File: src/rtl/decode_pipe.sv
// decode_pipe: register file with writeback bypass, load-use hazard stall and a
// registered ID/EX bundle, with valid/ready on both the fetch and EX sides.
module decode_pipe #(
  parameter  int DATA_W   = 16,
  parameter  int INSTR_W  = 16,
  parameter  int ADDR_W   = 16,
  parameter  int NUM_REGS = 8,
  parameter  int R0_ZERO  = 0,
  localparam int SEL_W    = (NUM_REGS > 1) ? $clog2(NUM_REGS) : 1
) (
  input  logic               clk,
  input  logic               rst,
  input  logic               if_valid,
  output logic               if_ready,
  input  logic [INSTR_W-1:0] if_instr,
  input  logic [ADDR_W-1:0]  if_pc,
  input  logic [SEL_W-1:0]   rs_sel,
  input  logic [SEL_W-1:0]   rt_sel,
  input  logic [SEL_W-1:0]   rd_sel,
  input  logic               uses_rs,
  input  logic               uses_rt,
  input  logic               rd_wr,
  input  logic               is_load,
  input  logic               wb_en,
  input  logic [SEL_W-1:0]   wb_sel,
  input  logic [DATA_W-1:0]  wb_data,
  input  logic               flush,
  output logic               ex_valid,
  input  logic               ex_ready,
  output logic [INSTR_W-1:0] ex_instr,
  output logic [ADDR_W-1:0]  ex_pc,
  output logic [SEL_W-1:0]   ex_rs_sel,
  output logic [SEL_W-1:0]   ex_rt_sel,
  output logic [DATA_W-1:0]  ex_rs_data,
  output logic [DATA_W-1:0]  ex_rt_data,
  output logic [SEL_W-1:0]   ex_rd_sel,
  output logic               ex_rd_wr,
  output logic               ex_is_load,
  output logic               err
);

  // Storage is sized to the full select space; slots at or above NUM_REGS are
  // never written, so they stay at zero and cannot alias a real register.
  localparam int NUM_SLOTS = 2 ** SEL_W;

  logic [DATA_W-1:0]  r_regs [NUM_SLOTS];
  logic               r_ex_valid;
  logic [INSTR_W-1:0] r_ex_instr;
  logic [ADDR_W-1:0]  r_ex_pc;
  logic [SEL_W-1:0]   r_ex_rs_sel;
  logic [SEL_W-1:0]   r_ex_rt_sel;
  logic [DATA_W-1:0]  r_ex_rs_data;
  logic [DATA_W-1:0]  r_ex_rt_data;
  logic [SEL_W-1:0]   r_ex_rd_sel;
  logic               r_ex_rd_wr;
  logic               r_ex_is_load;
  logic               r_err;

  logic               w_wb_in_range;
  logic               w_wb_r0;
  logic               w_wb_commit;
  logic [DATA_W-1:0]  w_rs_data;
  logic [DATA_W-1:0]  w_rt_data;
  logic               w_hazard;
  logic               w_hold;

  assign w_wb_in_range = ({1'b0, wb_sel} < (SEL_W + 1)'(NUM_REGS));
  assign w_wb_r0       = (R0_ZERO != 0) && (wb_sel == '0);
  // A commit is the only thing that changes architectural state; bypass uses the
  // same qualifier so a dropped write is never forwarded either.
  assign w_wb_commit   = wb_en & w_wb_in_range & ~w_wb_r0;

  // Operand read with write-through from the same-cycle writeback.
  always_comb begin
    w_rs_data = r_regs[rs_sel];
    w_rt_data = r_regs[rt_sel];
    if (w_wb_commit && (wb_sel == rs_sel)) w_rs_data = wb_data;
    if (w_wb_commit && (wb_sel == rt_sel)) w_rt_data = wb_data;
  end

  assign w_hazard = r_ex_valid & r_ex_is_load & r_ex_rd_wr &
                    ((uses_rs & (rs_sel == r_ex_rd_sel)) |
                     (uses_rt & (rt_sel == r_ex_rd_sel)));
  assign w_hold   = r_ex_valid & ~ex_ready;
  assign if_ready = ~w_hold & ~w_hazard & ~flush;

  // Register file: commits regardless of flush/hold state.
  always_ff @(posedge clk or negedge rst) begin
    if (!rst) begin
      for (int i = 0; i < NUM_SLOTS; i++) r_regs[i] <= '0;
    end else if (w_wb_commit) begin
      r_regs[wb_sel] <= wb_data;
    end
  end

  // Out-of-range writeback flag, valid for the cycle after the attempt.
  always_ff @(posedge clk or negedge rst) begin
    if (!rst) r_err <= 1'b0;
    else      r_err <= wb_en & ~w_wb_in_range;
  end

  // ID/EX bundle: flush beats hold beats load; a held bundle tracks writebacks.
  always_ff @(posedge clk or negedge rst) begin
    if (!rst) begin
      r_ex_valid   <= 1'b0;
      r_ex_instr   <= '0;
      r_ex_pc      <= '0;
      r_ex_rs_sel  <= '0;
      r_ex_rt_sel  <= '0;
      r_ex_rs_data <= '0;
      r_ex_rt_data <= '0;
      r_ex_rd_sel  <= '0;
      r_ex_rd_wr   <= 1'b0;
      r_ex_is_load <= 1'b0;
    end else if (flush) begin
      r_ex_valid   <= 1'b0;
      r_ex_rd_wr   <= 1'b0;
      r_ex_is_load <= 1'b0;
    end else if (w_hold) begin
      if (w_wb_commit && (wb_sel == r_ex_rs_sel)) r_ex_rs_data <= wb_data;
      if (w_wb_commit && (wb_sel == r_ex_rt_sel)) r_ex_rt_data <= wb_data;
    end else if (if_valid && if_ready) begin
      r_ex_valid   <= 1'b1;
      r_ex_instr   <= if_instr;
      r_ex_pc      <= if_pc;
      r_ex_rs_sel  <= rs_sel;
      r_ex_rt_sel  <= rt_sel;
      r_ex_rs_data <= w_rs_data;
      r_ex_rt_data <= w_rt_data;
      r_ex_rd_sel  <= rd_sel;
      r_ex_rd_wr   <= rd_wr;
      r_ex_is_load <= is_load;
    end else begin
      r_ex_valid   <= 1'b0;
      r_ex_rd_wr   <= 1'b0;
      r_ex_is_load <= 1'b0;
    end
  end

  assign ex_valid   = r_ex_valid;
  assign ex_instr   = r_ex_instr;
  assign ex_pc      = r_ex_pc;
  assign ex_rs_sel  = r_ex_rs_sel;
  assign ex_rt_sel  = r_ex_rt_sel;
  assign ex_rs_data = r_ex_rs_data;
  assign ex_rt_data = r_ex_rt_data;
  assign ex_rd_sel  = r_ex_rd_sel;
  assign ex_rd_wr   = r_ex_rd_wr;
  assign ex_is_load = r_ex_is_load;
  assign err        = r_err;

endmodule

File: config.mk
export PLATFORM = sky130hd
export DESIGN_NAME = decode_pipe
export DESIGN_NICKNAME = d
export VERILOG_FILES = /design/src/rtl/decode_pipe.sv
export SDC_FILE = /design/constraint.sdc
export NUM_CORES = 1
export LEC_CHECK = 0
export CORE_MARGIN = 2
export CORE_UTILIZATION = 26
export CTS_BUF_LIST = sky130_fd_sc_hd__clkbuf_4
export DETAILED_ROUTE_END_ITERATION = 8
export GPL_TIMING_DRIVEN = 0
export PLACE_DENSITY = 0.42
export SETUP_SLACK_MARGIN = 0.3
export SYNTH_ARGS = -nofsm -noshare
export SYNTH_HDL_FRONTEND = slang
export SYNTH_SLANG_ARGS = --single-unit
File: constraint.sdc
create_clock -name clk -period 3.8 [get_ports clk]
set_input_delay 0.76 -clock clk [delete_from_list [all_inputs] [get_ports clk]]
set_output_delay 0.76 -clock clk [all_outputs]
set_load 0.1 [all_outputs]
==> out/results.tsv <==
metric	value	unit
slowest_stage	clkdlybuf4s15_2	
root_buffer	clkbuf_4	
grt_usage	0.156	
p_comb_frac	0.393	
max_slew_margin	0.291	
setup_viol	0	
internal-power	5.02	mW
hold_path_end	ex_valid	
total_power	8.62	mW
synthDistinctLibCells	35	
whs_path_depth	2	
cts.reportedPaths.clkPinSlew	0.07	ns
clock_latency	0.79	ns
drt_first_pass_iters	4	
drtAntennaViolNets	0	
min_period	3.20	ns
cts_max_level	2	
worst-endpoint-required	3.04	ns
drc	0	
power_frac_clock	0.259	
placed_cell_area	12200	um2
postSynthAreaPerCell	14.3	um2
swShare	0.418	
gp_congestion	0.706	
grt_pass1_vias	7105	
fin_crit_sh	0.843	
coreArea	38800	um2
synth_top_area_cell	dfrtp_1	
r2r-start	ex_valid	
power_frac_seq	0.348	
min_from	flush	
drt-vias-per-instance	4.57	
postSynthCellCount	718	
numCtsBuffers	60	
nNetsFinal	973	
num_vias	6695	
synth.top_cell.area_share	0.497	
synth_edf_count	0	
dp_slack	0.246	ns
reg2reg_to	ex_rs_data[12]	
row_count	72	
worst_path_dominant_cell_family	buffers and inverters	
worst-path-buf-inv	1	
grt_pass1_wl	47.0	mm
die-area	41100	um2
setup_slack	0.598	ns
cts.sinks	204	
crit_arrival	2.44	ns
port_buffers	121	
ys_ff_latch	204	
multiInputGateArea	4730	um2
drive_above_1_share	0.315	
p_sw	3.61	mW
r2r_setup_slack	1.36	ns
rsz0062_at_grt	no	
grt-ovfl-total	0	
synth_ff_type	dfrtp_1	
ff2ff_path_depth	6	
crit_chain	xnor2_1 > nand4_2 > a21oi_4 > nor3_2 > clkdlybuf4s15_2	
tightestPinTransition	1.06	ns
holdCritPathClass	in -> reg	
cts_tree	yes	
layout_commonest_cell	dfrtp_1	
grt_max_degree	111	
areaGrowthSynthToFinish	26.3	%
worstSetupStartpointType	flop	
finalClockSkew	0.0503	ns
cap_violations	0	
start_util	0.265	
crit_type	reg -> out	
p_per_area	665	nW/um2
p_leak	5.51	nW
slew_violations	0	
status	finished, final reports clean	
clockBufferDepth	3	
fin_area	13000	um2
ir_worst_vdd	0.308	mV
synth_area_leaders	dfrtp_1, mux4_2, mux2_2, mux2_1, mux2i_1	
cp_max_fo	6	
fmax	0.312	GHz
die_h	203	um
seqCellArea	5100	um2
drt-initial-drc-count	282	
end_kind	primary output	
grt_antenna_before_repair	2	
netlist_area	10300	um2
synth_warnings	0	
final_cell_mix	dfrtp_1, clkdlybuf4s50_1, mux2_2, clkbuf_4, mux2_1	
hold_viol	0	
die_w	203	um
worst_path_largest_cell_delay	0.48	ns
wl_per_cell	21.1	um
synth_nets	788	
ys_seq_area_frac	0.497	
wl	30.9	mm
nFillCells	3920	
pin_count	148	
synth_async_sr_flop_share	1.00	
place_hpwl	20.7	mm
==> stage by stage <==
step | instances | hold slack [ns] | TNS [ns] | util
final | 1464 | 0.310 | 0 | 0.334
after detailed placement | 1358 | 0.474 | 0 | 0.313
after floorplan | 718 | 0.464 | 0 | -
after CTS | 1462 | 0.215 | 0 | 0.334
after global placement | 1357 | 0.469 | -1564.70 | 0.313
after global routing | 1463 | 0.263 | 0 | 0.334
==> registers in the layout (all words and copies together) (netlist names) <==
register	flops
ex_rs_data	16
ex_rd_wr	1
ex_pc	16
ex_valid	1
ex_instr	16
r_regs	128
ex_rd_sel	3
ex_rt_data	16
ex_rs_sel	3
ex_is_load	1
ex_rt_sel	3
==> synth_stat cells (3+ instances only) <==
cell type / number
clkbuf_1: 19
dfrtp_1: 204
nor2_1: 4
buf_4: 8
mux4_2: 64
mux2i_1: 64
o21ai_0: 32
mux2_2: 97
xnor2_1: 14
xor2_1: 4
nor3_2: 3
nand4_1: 3
nand4b_1: 3
inv_1: 32
mux2_1: 72
buf_2: 23
buf_1: 10
nand2_1: 37
nand2b_1: 3
==> timing repair <==
item,CTS,global route
gates resized for setup,3,0
hold endpoints to repair,31,0
buffers inserted,0,0
hold buffers,1,0
endpoints found under the setup margin,1,0
==> kinds of logic (layout without fill, tap and decap cells) <==
group	after synthesis	after routing	share of synthesized area
mux	297	297	0.388
buf+inv	96	322	0.0435
flops	204	204	0.497
xor+xnor	18	18	0.0153
compound gates	40	40	0.0245
other cells	1	3	0.000365
simple gates	62	62	0.0317
==> layout make-up <==
class                   count  area share
diodes                      2    0.000386
plain buffers              64      0.0252
clock buffers              85      0.0492
clock inverters            18      0.0113
inverters                  32     0.00926
multi-input cells         418       0.364
flip-flops and latches    204       0.394
well taps                 518      0.0500
repair buffers            123      0.0967
==> layer usage <==
metal  GRT usage  wire (um)  up-vias
li1            -          -     3036
met1       0.208      13900     3436
met2       0.249      14700      162
met3      0.0343       1510       59
met4      0.0540        746        2
met5           0         13        -
==> worst register-to-register path, stage by stage, from the launching register on <==
cell and delay, ns:
dfrtp_1 0.42, nor2b_1 0.15, clkbuf_1 0.20, a41oi_1 0.59, clkbuf_1 0.53, o21ai_0 0.28
mux2i_1 0.20
==> how the worst max path moves through the flow <==
| stage | from | end | slack, ns | cells past startpoint |
|---|---|---|---|---|
| CTS | ex_rd_sel[2] | if_ready | 0.50 | 5 |
| finish | ex_rd_sel[2] | if_ready | 0.60 | 5 |
| detailed placement | ex_ready | if_ready | 0.25 | 5 |
| global route | ex_rd_sel[0] | if_ready | 0.42 | 5 |
| floorplan | ex_rd_sel[1] | if_ready | 0.46 | 4 |
| global placement | rst | ex_rs_data[9] | -7.70 | 1 |
==> power groups by stage <==
stage	sequential, mW	combinational, mW	clock (mW)
after floorplan	4.52	1.03	0
after global placement	3.04	3.42	0
after detailed placement	3.04	3.44	0
after CTS	3.00	3.45	2.34
after global routing	3.08	3.57	2.46
final	3.00	3.39	2.23
Power figures use the tool's default switching activity.
==> edit, RTL diff (same flow settings) <==
Make the reset (`rst`) synchronous in 3 clocked blocks.
--- a/src/rtl/decode_pipe.sv
+++ b/src/rtl/decode_pipe.sv
@@ -86,5 +86,5 @@
 
   // Register file: commits regardless of flush/hold state.
-  always_ff @(posedge clk or negedge rst) begin
+  always_ff @(posedge clk) begin
     if (!rst) begin
       for (int i = 0; i < NUM_SLOTS; i++) r_regs[i] <= '0;
@@ -95,5 +95,5 @@
 
   // Out-of-range writeback flag, valid for the cycle after the attempt.
-  always_ff @(posedge clk or negedge rst) begin
+  always_ff @(posedge clk) begin
     if (!rst) r_err <= 1'b0;
     else      r_err <= wb_en & ~w_wb_in_range;
@@ -101,5 +101,5 @@
 
   // ID/EX bundle: flush beats hold beats load; a held bundle tracks writebacks.
-  always_ff @(posedge clk or negedge rst) begin
+  always_ff @(posedge clk) begin
     if (!rst) begin
       r_ex_valid   <= 1'b0;
Formal check against the unedited RTL: differs if rst is asserted again (counterexample within 4 cycles, from zero or initial values and one cycle with rst low); with rst held inactive, the same outputs for 4 cycles.
==> edit against the unedited design <==
  * Sequential share of layout area is 1.3 points higher
  * Design area is 1.7% higher
  * Largest cell class unchanged
  * Synthesized area fell by 0.13%
  * Highest routed layer is now met4
  * Sequential cell count unchanged
  * Count of clock-buffer cells in the layout up 5
  * Non-clock buffer count up 24
  * Via count up 11%
  * Critical path type is now in -> out
  * Synthesized cell count grew 16%
  * Global-route usage is 2.4 points higher
  * Wire length increased by 19%
  * Worst setup slack lost 96 ps
  * First-iteration DRC count grew 70%
  * Register-to-register slack improved by 210 ps
Power is not compared: it rests on default switching activity, and its combinational part moved more than twofold at a synthesized area within 25%.
==> edit: results (changes against the unedited design) <==
- Outcome: completed
- Register area share after synthesis: 0.523 (+0.0260)
- Synth Area in Compound Gates: 0.0786 (+0.0542)
- Worst Skew: 43.1 ps (-7.17 ps)
- Initial antenna violation count: 1 (-1)
- Initial DRC count: 478 (+70%)
- Delay of the slowest critical-path stage: 900 ps (+420 ps)
- Layout cells sized above 1: 0.177 (-0.138)
- Synth unique cells: 39 (+11%)
- Top cells by area, synth: edfxtp_1 (37%), dfxtp_1 (15%), mux2i_1 (13%)
- WL met3: 2.18 mm (+44%)
- DP HPWL: 26.0 mm (+25%)
- CP startpoint: ex_ready
- Hold_ws: 397 ps (+87.1 ps)
- Xor/xnor cell area share of the yosys netlist: 0.0154 (+0.0000206)
- Largest net degree at the start of global routing: 17 (-85%)
- CP max stage cell: dlygate4sd2_1
- Post-synthesis mux area share: 0.204 (-0.184)
- Reg2reg end: ex_rs_data[8]
- Placer Congestion: 0.759 (+7.6%)
- Post-synth EDFFs: 128 (+128)
- Reg-to-Reg Start: ex_valid
- Metal-1 WL: 16.8 mm (+21%)
- Synthesized instance count: 836 (+16%)
- Max layer used: met4
- Post-CTS Resized: 1 (-2)
- Dpl cells: 1496 (+10%)
- Vias in the first global route: 7888 (+11%)
- Port Buf Inserts: 136 (+12%)
- Reg2Reg Setup Slack: 1570 ps (+210 ps)
- Cts bufs inserted: 58 (-3.3%)
- Net Count, Synth: 906 (+15%)
- Slew margin rel.: 0.234 (-0.0568)
- First-pass GRT wire length: 53.5 mm (+14%)
- Post-synth top cells: mux2i_1 (137), and2_1 (129), edfxtp_1 (128)
edit: through the flow:
| stage | worst slack (ps) | area [sq um] | util | power, mW | TNS, ps |
|---|---|---|---|---|---|
| 2_1_floorplan | 452 | 10300 | - | 3.50 | 0 |
| 3_3_place_gp | -1170 | 12300 | 0.316 | 3.94 | -112370 |
| 3_5_place_dp | -418 | 12400 | 0.320 | 3.95 | -6650 |
| 4_1_cts | 367 | 13200 | 0.340 | 6.14 | 0 |
| 5_1_grt | 324 | 13200 | 0.340 | 6.33 | 0 |
| 6_report | 502 | 13200 | 0.340 | 6.04 | 0 |
edit: cell families after synthesis:
group | Yosys count
simple gates | 278
flops | 204
mux | 169
compound gates | 97
buf+inv | 69
xor+xnor | 18
other cells | 1
edit: layer usage:
| metal | up-vias | GRT usage |
|---|---|---|
| li1 | 3509 | - |
| met1 | 3641 | 0.241 |
| met2 | 244 | 0.293 |
| met3 | 56 | 0.0376 |
| met4 | 0 | 0.0498 |
| met5 | - | 0 |
edit: worst max-delay path, delay by kind of cell:
| family | cells | cell delay, ps |
|---|---|---|
| buf+inv | 3 | 1610 |
| simple gates | 2 | 160 |
edit: worst min-delay path by stage:
stage	from	endpoint	depth (start not counted)
floorplan	r_regs[5][0]	ex_rt_data[0]	4
global placement	ex_pc[6]	ex_pc[6]	2
detailed placement	ex_rs_data[5]	ex_rs_data[5]	2
CTS	rt_sel[0]	ex_rt_sel[0]	3
global route	rt_sel[0]	ex_rt_sel[0]	3
finish	rt_sel[0]	ex_rt_sel[0]	3
edit: area by class of cell:
type / count / area (sq um)
clock inverter: 17 / 95.1
multi-input combinational: 563 / 4520
antenna: 1 / 2.50
sequential: 204 / 5370
clock buffer: 90 / 676
fill: 3886 / 25600
timing repair buffer: 142 / 1480
buffer: 69 / 405
tap: 518 / 648
